### src/rtl/viterbi_channel_err_inj_if.sv
// Symbol stream bundle between the convolutional encoder, the channel model and the Viterbi decoder.
// The master drives symbols and the injection enable; the slave returns channel symbols and statistics.
interface viterbi_channel_err_inj_if #(
   parameter int SYM_W = 2,
   parameter int CNT_W = 16
);
   logic             enable_i;
   logic [SYM_W-1:0] sym_i;
   logic             inj_en_i;
   logic [SYM_W-1:0] sym_o;
   logic             valid_o;
   logic [SYM_W-1:0] err_inj;
   logic [CNT_W-1:0] error_counter;
   logic [CNT_W-1:0] word_ct;

   modport master (
      output enable_i, sym_i, inj_en_i,
      input  sym_o, valid_o, err_inj, error_counter, word_ct
   );

   modport slave (
      input  enable_i, sym_i, inj_en_i,
      output sym_o, valid_o, err_inj, error_counter, word_ct
   );
endinterface

### src/rtl/viterbi_channel_err_inj.sv
// Channel model: registers encoded symbols and flips LFSR-selected bits, leaving an error-free gap after each hit.
// Define ERR_BURST_EN to allow double-bit bursts when lfsr[9] is set at an injection.
module viterbi_channel_err_inj #(
   parameter int          SYM_W     = 2,
   parameter int          CNT_W     = 16,
   parameter logic [15:0] LFSR_SEED = 16'hACE1,
   parameter logic [8:0]  THRESH    = 9'd16,
   parameter int          MIN_GAP   = 8
) (
   input logic                     clk,
   input logic                     rst,
   viterbi_channel_err_inj_if.slave bus
);

   localparam int GAP_W = $clog2(MIN_GAP + 1);
   localparam int POP_W = $clog2(SYM_W + 1);

   typedef enum logic [1:0] {
      IDLE,
      RUN,
      HOLDOFF
   } state_t;

   state_t           state, state_nxt;
   logic [GAP_W-1:0] gap, gap_nxt;
   logic [15:0]      lfsr, lfsr_nxt;
   logic [SYM_W-1:0] mask;
   logic [POP_W-1:0] pop;
   logic [CNT_W:0]   ec_sum;
   logic [CNT_W-1:0] ec_nxt;
   logic [CNT_W-1:0] wc_nxt;

   // Galois form of x^16+x^14+x^13+x^11+1, shifting towards bit 0.
   assign lfsr_nxt = {1'b0, lfsr[15:1]} ^ (lfsr[0] ? 16'hB400 : 16'h0000);

   // IDLE arms on any edge with inj_en_i high (like the drop to IDLE), so a
   // stream starting one cycle after enabling can be hit on its first symbol.
   always_comb begin
      state_nxt = state;
      gap_nxt   = gap;
      mask      = '0;
      if (!bus.inj_en_i) begin
         state_nxt = IDLE;
         gap_nxt   = '0;
      end else begin
         case (state)
            IDLE: state_nxt = RUN;
            RUN: begin
               if (bus.enable_i && ({1'b0, lfsr[7:0]} < THRESH)) begin
                  if (lfsr[8]) mask[1] = 1'b1;
                  else         mask[0] = 1'b1;
`ifdef ERR_BURST_EN
                  if (lfsr[9]) mask[1:0] = 2'b11;
`endif
                  state_nxt = HOLDOFF;
                  gap_nxt   = GAP_W'(MIN_GAP);
               end
            end
            HOLDOFF: begin
               if (bus.enable_i) begin
                  gap_nxt = gap - GAP_W'(1);
                  if (gap == GAP_W'(1)) state_nxt = RUN;
               end
            end
            default: state_nxt = IDLE;
         endcase
      end
   end

   always_comb begin
      pop = '0;
      for (int unsigned i = 0; i < SYM_W; i++) pop = pop + POP_W'(mask[i]);
   end

   // Both counters clamp at all-ones instead of wrapping.
   assign ec_sum = {1'b0, bus.error_counter} + (CNT_W + 1)'(pop);
   assign ec_nxt = ec_sum[CNT_W] ? '1 : ec_sum[CNT_W-1:0];
   assign wc_nxt = (&bus.word_ct) ? bus.word_ct : bus.word_ct + CNT_W'(1);

   always_ff @(posedge clk or negedge rst) begin
      if (!rst) begin
         state <= IDLE;
         gap   <= '0;
      end else begin
         state <= state_nxt;
         gap   <= gap_nxt;
      end
   end

   always_ff @(posedge clk or negedge rst) begin
      if (!rst) begin
         lfsr              <= LFSR_SEED;
         bus.sym_o         <= '0;
         bus.valid_o       <= 1'b0;
         bus.err_inj       <= '0;
         bus.error_counter <= '0;
         bus.word_ct       <= '0;
      end else if (bus.enable_i) begin
         lfsr              <= lfsr_nxt;
         bus.sym_o         <= bus.sym_i ^ mask;
         bus.valid_o       <= 1'b1;
         bus.err_inj       <= mask;
         bus.error_counter <= ec_nxt;
         bus.word_ct       <= wc_nxt;
      end else begin
         bus.valid_o <= 1'b0;
         bus.err_inj <= '0;
      end
   end

endmodule

### src/flat_wrapper.sv
// flat-port wrapper written by rule: the top's interface ports become plain ports
module viterbi_channel_err_inj_flat 
#(
   parameter int          SYM_W     = 2,
   parameter int          CNT_W     = 16,
   parameter logic [15:0] LFSR_SEED = 16'hACE1,
   parameter logic [8:0]  THRESH    = 9'd16,
   parameter int          MIN_GAP   = 8
)
  (clk, rst, bus_enable_i, bus_sym_i, bus_inj_en_i, bus_sym_o, bus_valid_o, bus_err_inj, bus_error_counter, bus_word_ct);
  viterbi_channel_err_inj_if #(.SYM_W(SYM_W), .CNT_W(CNT_W)) bus_i ();
  input logic clk;
  input logic rst;
  input wire logic [$bits(bus_i.enable_i)-1:0] bus_enable_i;
  input wire logic [$bits(bus_i.sym_i)-1:0] bus_sym_i;
  input wire logic [$bits(bus_i.inj_en_i)-1:0] bus_inj_en_i;
  output wire logic [$bits(bus_i.sym_o)-1:0] bus_sym_o;
  output wire logic [$bits(bus_i.valid_o)-1:0] bus_valid_o;
  output wire logic [$bits(bus_i.err_inj)-1:0] bus_err_inj;
  output wire logic [$bits(bus_i.error_counter)-1:0] bus_error_counter;
  output wire logic [$bits(bus_i.word_ct)-1:0] bus_word_ct;
  assign bus_i.enable_i = bus_enable_i;
  assign bus_i.sym_i = bus_sym_i;
  assign bus_i.inj_en_i = bus_inj_en_i;
  assign bus_sym_o = bus_i.sym_o;
  assign bus_valid_o = bus_i.valid_o;
  assign bus_err_inj = bus_i.err_inj;
  assign bus_error_counter = bus_i.error_counter;
  assign bus_word_ct = bus_i.word_ct;
  viterbi_channel_err_inj #(.SYM_W(SYM_W), .CNT_W(CNT_W), .LFSR_SEED(LFSR_SEED), .THRESH(THRESH), .MIN_GAP(MIN_GAP)) u_core (.clk(clk), .rst(rst), .bus(bus_i));
endmodule
### config.mk
export PLATFORM = sky130hd
export DESIGN_NAME = viterbi_channel_err_inj_flat
export DESIGN_NICKNAME = d
export VERILOG_FILES = /design/src/rtl/viterbi_channel_err_inj_if.sv /design/src/rtl/viterbi_channel_err_inj.sv /design/src/flat_wrapper.sv
export SDC_FILE = /design/constraint.sdc
export NUM_CORES = 1
export LEC_CHECK = 0
export CORE_ASPECT_RATIO = 0.8
export CORE_MARGIN = 2
export CORE_UTILIZATION = 43
export CTS_CLUSTER_DIAMETER = 50
export DETAILED_ROUTE_END_ITERATION = 16
export GPL_ROUTABILITY_DRIVEN = 0
export MAX_ROUTING_LAYER = met4
export PLACE_DENSITY = 0.68
export SYNTH_ARGS = -nofsm -noshare
export SYNTH_HDL_FRONTEND = slang
export SYNTH_SLANG_ARGS = --single-unit
export TNS_END_PERCENT = 20
### constraint.sdc
create_clock -name clk -period 3 [get_ports clk]
set_input_delay 0.3 -clock clk [delete_from_list [all_inputs] [get_ports clk]]
set_output_delay 0.3 -clock clk [all_outputs]
set_load 0.005 [all_outputs]
==> metrics, run 1 <==
Initial Util=0.4419; clk root buf=clkbuf_8; NetSw=0.6587 mW; FMAX=346.3 MHz; RR Startpoint=u_core.lfsr[7]; ys async rst share=1.000; CTS sink cnt=59; Warnings, synthesis=0; vias in the first global route=2111; register area share after synthesis=0.5275; Layout Utilization=0.5846; nets@finish=328; WP data arrival=3150 ps; Most Crowded Layer GR=met2; min-delay worst type=in -> async; met3 Usage GRT=0.06924; area grow syn2layout=32.28%; CP Capture Point=u_core.bus.error_counter[4]; Post-CTS Setup Inserts=0; Syn Nets=263; Reg2Reg Setup Slack=110 ps; htree depth=3; Fin. Hold Viols=0; Site Rows=26; Worst Setup End Kind=register; final antenna diode count=0; Setup crit start=u_core.lfsr[7]; flops & latches, synth=59; outcome=finished clean; critical path required time=3260 ps; clk slew on worst S/H paths=70 ps; Vias/cell=5.303; Static Leak=1.578 nW; All-Layer GR Usage=0.1827; Post-synth top flop=dfrtp_1; clk_lat worst skew=340 ps; chip width=94.51 um; CTS Hold Bufs=0; Worst R2R Path Depth=12; share of cells above drive strength 1=0.2298; dpl hpwl=3985 um; RSZ-0062 raised after global routing=true; die area=0.007221 mm2; final clock skew=5.891 ps; Synth Instances=252; first-pass GRT wire length=10030 um; WL final=5785 um; Gate power share=0.192; Placeable Area=0.006376 mm2; ranking of synthesized cells by area=dfrtp_1 45%, dfstp_2 7.5%, mux2_2 7.2%; Mapped Area=0.002818 mm2; sw frac=0.2582; drt pass-1 iters=4; post-synth top area cell=dfrtp_1; largest net degree at the start of global routing=50; worst-case clock buffer depth=2; VDD IR-drop max=0.3351 mV; Residual DRC=0; remaining global-route overflow=0; Mapped Avg Cell Area=11.18 um2; Synth top area share=0.4529; Distinct cells, synth=50; Post-synth EDFFs=0; CTS tree=built; Slew @ Worst Pin=1063 ps; TritonCTS Buffers=9; Flop pwr share=0.463; final instance area=0.003727 mm2; final setup vio count=0; crit path kind=reg -> reg; Iteration-0 DRC Markers=160; max cap viols=0; CP startpoint kind=register; I/O pins=43; Clock Power Share=0.345; WL/cell=14.25 um; Slew Limit Fails=0; Hold Slack=157.2 ps; Int Pwr=1.892 mW; GR Util met2=0.2650; final period utilization=0.9625; Max-slew headroom=0.2914; met1 Resource Use GR=0.2365; antenna violations before repair=0; min Tclk post-route=2888 ps; Crit Reg-Reg Endpoint=u_core.bus.error_counter[4]; via count of the routed design=2153; worst-path maximum fanout=9; post-route ant nets=0; Power Density=684.3 mW/mm2; DIE HEIGHT=76.41 um; Area after DPL=0.003450 mm2; I/O Buffers=42
[kinds of logic (layout without fill, tap and decap cells)]
logic type | after synthesis | count (layout) | synth area share
buf+inv | 16 | 86 | 0.02175
xor+xnor | 27 | 27 | 0.08392
simple gates | 101 | 101 | 0.2012
compound gates | 26 | 26 | 0.06883
flops | 59 | 59 | 0.5275
fa+ha+maj | 5 | 5 | 0.02487
mux | 18 | 18 | 0.07193
[sequential cells by signal (all words and copies together), names as in the netlist]
name	cells
u_core.gap	4
u_core.bus.err_inj	2
u_core.state	2
u_core.bus.valid_o	1
u_core.lfsr	16
u_core.bus.sym_o	2
u_core.bus.error_counter	16
u_core.bus.word_ct	16
[what timing repair did]
action,in CTS,in global routing
resized for setup,0,7
endpoints found under the hold margin,0,0
setup endpoints to repair,0,13
[cell usage in the layout (no fill, tap or decap), types with 2 or more instances in the layout]
master and instances:
clkdlybuf4s50_1 41, clkinv_2 2, and4_1 3, xnor2_1 16
buf_4 18, nor4b_1 2, nor3_1 7, o21ai_0 3
nand2_1 28, dfrtp_1 51, nor4_1 9, or3_1 2
inv_1 9, o21a_1 2, ha_1 4, nand4_2 2
mux2_2 17, clkbuf_8 10, a21oi_1 5, nand2b_1 2
xor2_1 11, a41oi_1 2, o22ai_1 2, nor3b_1 2
nor2b_1 2, nor2_1 10, nand4b_1 2, dfstp_2 8
nand4_1 7, bufinv_16 3, nand3_1 9, and2_1 4
[worst min path at each step]
stage / endpoint / slack [ps] / cells after the start
global route: u_core.bus.word_ct[14] / 240 / 1
CTS: u_core.gap[0] / 190 / 1
global placement: u_core.lfsr[10] / 480 / 2
floorplan: u_core.bus.err_inj[0] / 4 / 0
finish: u_core.gap[2] / 160 / 1
detailed placement: u_core.lfsr[10] / 480 / 2
[stage by stage]
stage	setup slack [ps]	std cells	total power [mW]	TNS (ps)
3_5_place_dp	-218.9	390	1.687	-1260
6_report	112.4	406	2.551	0
5_1_grt	-53.12	406	2.693	-128.8
4_1_cts	35.32	406	2.579	0
2_1_floorplan	93.69	252	1.427	0
3_3_place_gp	-188.7	390	1.655	-760.1
[power groups by stage]
stage               Sequential (mW)  Clock, mW  Combinational [mW]
finish                         1.18      0.880               0.489
detailed placement             1.19          0               0.493
floorplan                      1.15          0               0.274
global placement               1.18          0               0.475
CTS                            1.18      0.901               0.498
global route                   1.21      0.935               0.545
[synthesized netlist by cell type (all sizes together) (2+ instances only)]
master and n:
clkbuf 4, o22ai 2, nand3 10, o21ai 4
nand2b 2, nand4 9, nor4 10, nand2 28
xnor2 16, dfrtp 51, inv 10, nor4b 2
a21oi 6, a41oi 2, or3 2, nand4b 2
mux2 18, or4 2, nor2 11, and4 3
o21a 2, nor3 8, ha 4, xor2 11
nor2b 2, nor3b 2, and2 4, dfstp 8
buf 2
[metal layers]
layer / vias to the layer above / routed length, um
met3: 7 / 269
met4: 0 / 71
met1: 1060 / 2773
met5: - / 0
li1: 1039 / -
met2: 47 / 2670
[cell type report]
class	count	area, um2
repair buffers	60	550.5
clock buffers	11	141.4
fillers	541	2649
multi-input cells	177	1306
clock inverters	5	100.1
well taps	84	105.1
flip-flops and latches	59	1486
inverters	10	37.54
[critical path: stages (launching register included)]
cell,delay [ps]
dfstp_2,380
or4b_4,540
nor2_2,140
and3_4,200
inv_2,40
fa_1,400
inv_1,90
ha_1,180
nand3_2,140
nor3_1,300
nand3_1,130
buf_4,190
o21ai_0,70
(Power assumes the default switching activity.)
==> run 2, diff against run 1 <==
==> constraint.sdc (replaced) <==
create_clock -name clk -period 3 [get_ports clk]
set_input_delay 0.6 -clock clk [delete_from_list [all_inputs] [get_ports clk]]
set_output_delay 0.6 -clock clk [all_outputs]
set_load 0.005 [all_outputs]
==> run 2 against run 1 <==
Against the previous run: via count decreased by 2.1%; worst setup slack improved by 62 ps; global-route usage decreased by 1.0 points; flip-flop and latch count unchanged; hold slack improved by 100 ps; critical path type unchanged; largest cell class unchanged; highest routed layer unchanged.
==> metrics, run 2 (synthesis results as in run 1) <==
share of cells above drive strength 1=0.2134 (-0.01644); worst-path maximum fanout=5 (-4); most frequent cells in the layout=51 x dfrtp_1, 40 x clkdlybuf4s50_1, 28 x nand2_1, 18 x mux2_2, 16 x xnor2_1; CTS tree=built; CP Capture Point=u_core.bus.error_counter[14]; CTS Hold Bufs=0 (unchanged); clk root buf=clkbuf_8; TNS Setup=0 ps (unchanged); Worst R2R Path Depth=11 (-1); dpl ws=-32.56 ps (+186.3 ps); remaining global-route overflow=0 (unchanged); DIE HEIGHT=76.41 um (unchanged); RR Startpoint=u_core.lfsr[7]; htree depth=3 (unchanged); die area=0.007221 mm2 (unchanged); Crit Reg-Reg Endpoint=u_core.bus.error_counter[14]; TritonCTS Buffers=9 (unchanged); post-route ant nets=0 (unchanged); drt pass-1 iters=4 (unchanged); final period utilization=0.9419 (-0.02064); CP peak stage delay=570 ps (+30 ps); Residual DRC=0 (unchanged); min Tclk post-route=2826 ps (-61.92 ps); min-delay worst type=in -> async; Layout Utilization=0.5655 (-0.01903); antenna violations before repair=0 (unchanged); CP startpoint kind=register; I/O pins=43 (unchanged); Site Rows=26 (unchanged); final instance area=0.003606 mm2 (-3.3%); area grow syn2layout=27.98%; CP max stage cell=or4b_4; Max-slew headroom=0.5763 (+0.2849); clk slew on worst S/H paths=70 ps (about the same); RSZ-0062 raised after global routing=true; Setup crit start=u_core.lfsr[7]; Power Density=618.2 mW/mm2 (-9.7%); Slew Limit Fails=0 (unchanged); Reg2Reg Setup Slack=170 ps (+60 ps); vias in the first global route=2048 (-3.0%); CTS sink cnt=59 (unchanged); Power Total=2.229 mW (-13%); final setup vio count=0 (unchanged); WL/cell=13.68 um (-4.0%); Worst Setup End Kind=register; chip width=94.51 um (unchanged); final antenna diode count=0 (unchanged); WP data arrival=3040 ps (-110 ps); FMAX=353.9 MHz (+2.2%); cts repair resizes=0 (unchanged); clk_lat worst skew=330 ps (about the same); Area after DPL=0.003436 mm2 (-0.40%); Slew @ Worst Pin=629.8 ps (-433.2 ps); Fin. Hold Viols=0 (unchanged); Iteration-0 DRC Markers=113 (-29%); worst-case clock buffer depth=2 (unchanged); outcome=finished clean; first-pass GRT wire length=9453 um (-5.8%); VDD IR-drop max=0.4151 mV (+24%); Placeable Area=0.006376 mm2 (unchanged); critical path required time=3210 ps (-50 ps); Buf+Inv Stages, Crit Path=2 (-1); final clock skew=7.747 ps (+1.855 ps); Static Leak=1.506 nW (-4.6%); delay-heaviest family, CP=simple AND/OR/NAND/NOR gates; via count of the routed design=2107 (-2.1%); Vias/cell=5.294 (-0.17%); commonest non-fill, non-tap cell in the layout=dfrtp_1; I/O Buffers=42 (unchanged); stages on the worst setup path=11 (-1); Post-CTS Setup Inserts=0 (unchanged); max cap viols=0 (unchanged); largest net degree at the start of global routing=60 (+20%); final worst setup slack=174.3 ps (+61.92 ps); WL final=5446 um (-5.9%); Largest regs=u_core.bus.error_counter (16), u_core.bus.word_ct (16), u_core.lfsr (16); All-Layer GR Usage=0.1726 (-0.01003); dpl hpwl=3748 um (-5.9%); crit path kind=reg -> reg; nets@finish=320 (-2.4%); CP Cell Sequence=or4b_4, nor2_1, and3_4, inv_2, fa_1, inv_1, ha_4, nand3_4, nor3_4, nand4_1, mux2_2; Initial Util=0.4419 (unchanged)
## run 2: cell types whose count changed in the layout (fill, tap and decap cells not counted), moves of 2 or more
cell	delta
clkinv_2	+2
bufinv_16	-3
buf_4	-9
clkbuf_1	+2
## run 2: layout make-up
class / count / area (um2)
fillers: 583 / 2770
flip-flops and latches: 59 / 1486
multi-input cells: 177 / 1324
repair buffers: 52 / 498.0
clock buffers: 12 / 135.1
well taps: 84 / 105.1
inverters: 10 / 37.54
clock inverters: 4 / 20.02
## run 2: report_power, final
group	internal, mW	switching (mW)
logic	0.305	0.164
registers	1.01	0.170
clock network	0.294	0.289
total	1.61	0.622
## run 2: worst register-to-register path, cell delays in order (launching register included)
cell     delay (ps)
dfstp_2         380
or4b_4          570
nor2_1          160
and3_4          200
inv_2            40
fa_1            400
inv_1           120
ha_4            150
nand3_4         110
nor3_4          170
nand4_1         120
mux2_2          280
## run 2: metal layers
layer | part of all wire | wire [um] | track usage
met2 | 0.45 | 2474 | 0.2500
met4 | 0.014 | 75 | 0.05217
met1 | 0.48 | 2629 | 0.2262
met3 | 0.049 | 266 | 0.06528
met5 | 0 | 0 | -
## run 2: stage by stage
step,instances,hold WS (ps)
3_5_place_dp,382,480.6
5_1_grt,398,268.5
4_1_cts,398,265.9
6_report,398,258.9
2_1_floorplan,252,304.4
3_3_place_gp,382,478.5
## run 2: worst min-delay path by stage
| stage | slack [ps] | cells past startpoint | to |
|---|---|---|---|
| after CTS | 270 | 2 | u_core.bus.word_ct[7] |
| after global routing | 270 | 2 | u_core.gap[2] |
| after detailed placement | 480 | 2 | u_core.lfsr[10] |
| final | 260 | 2 | u_core.bus.word_ct[7] |
| after global placement | 480 | 2 | u_core.lfsr[10] |
| after floorplan | 300 | 0 | u_core.bus.err_inj[0] |
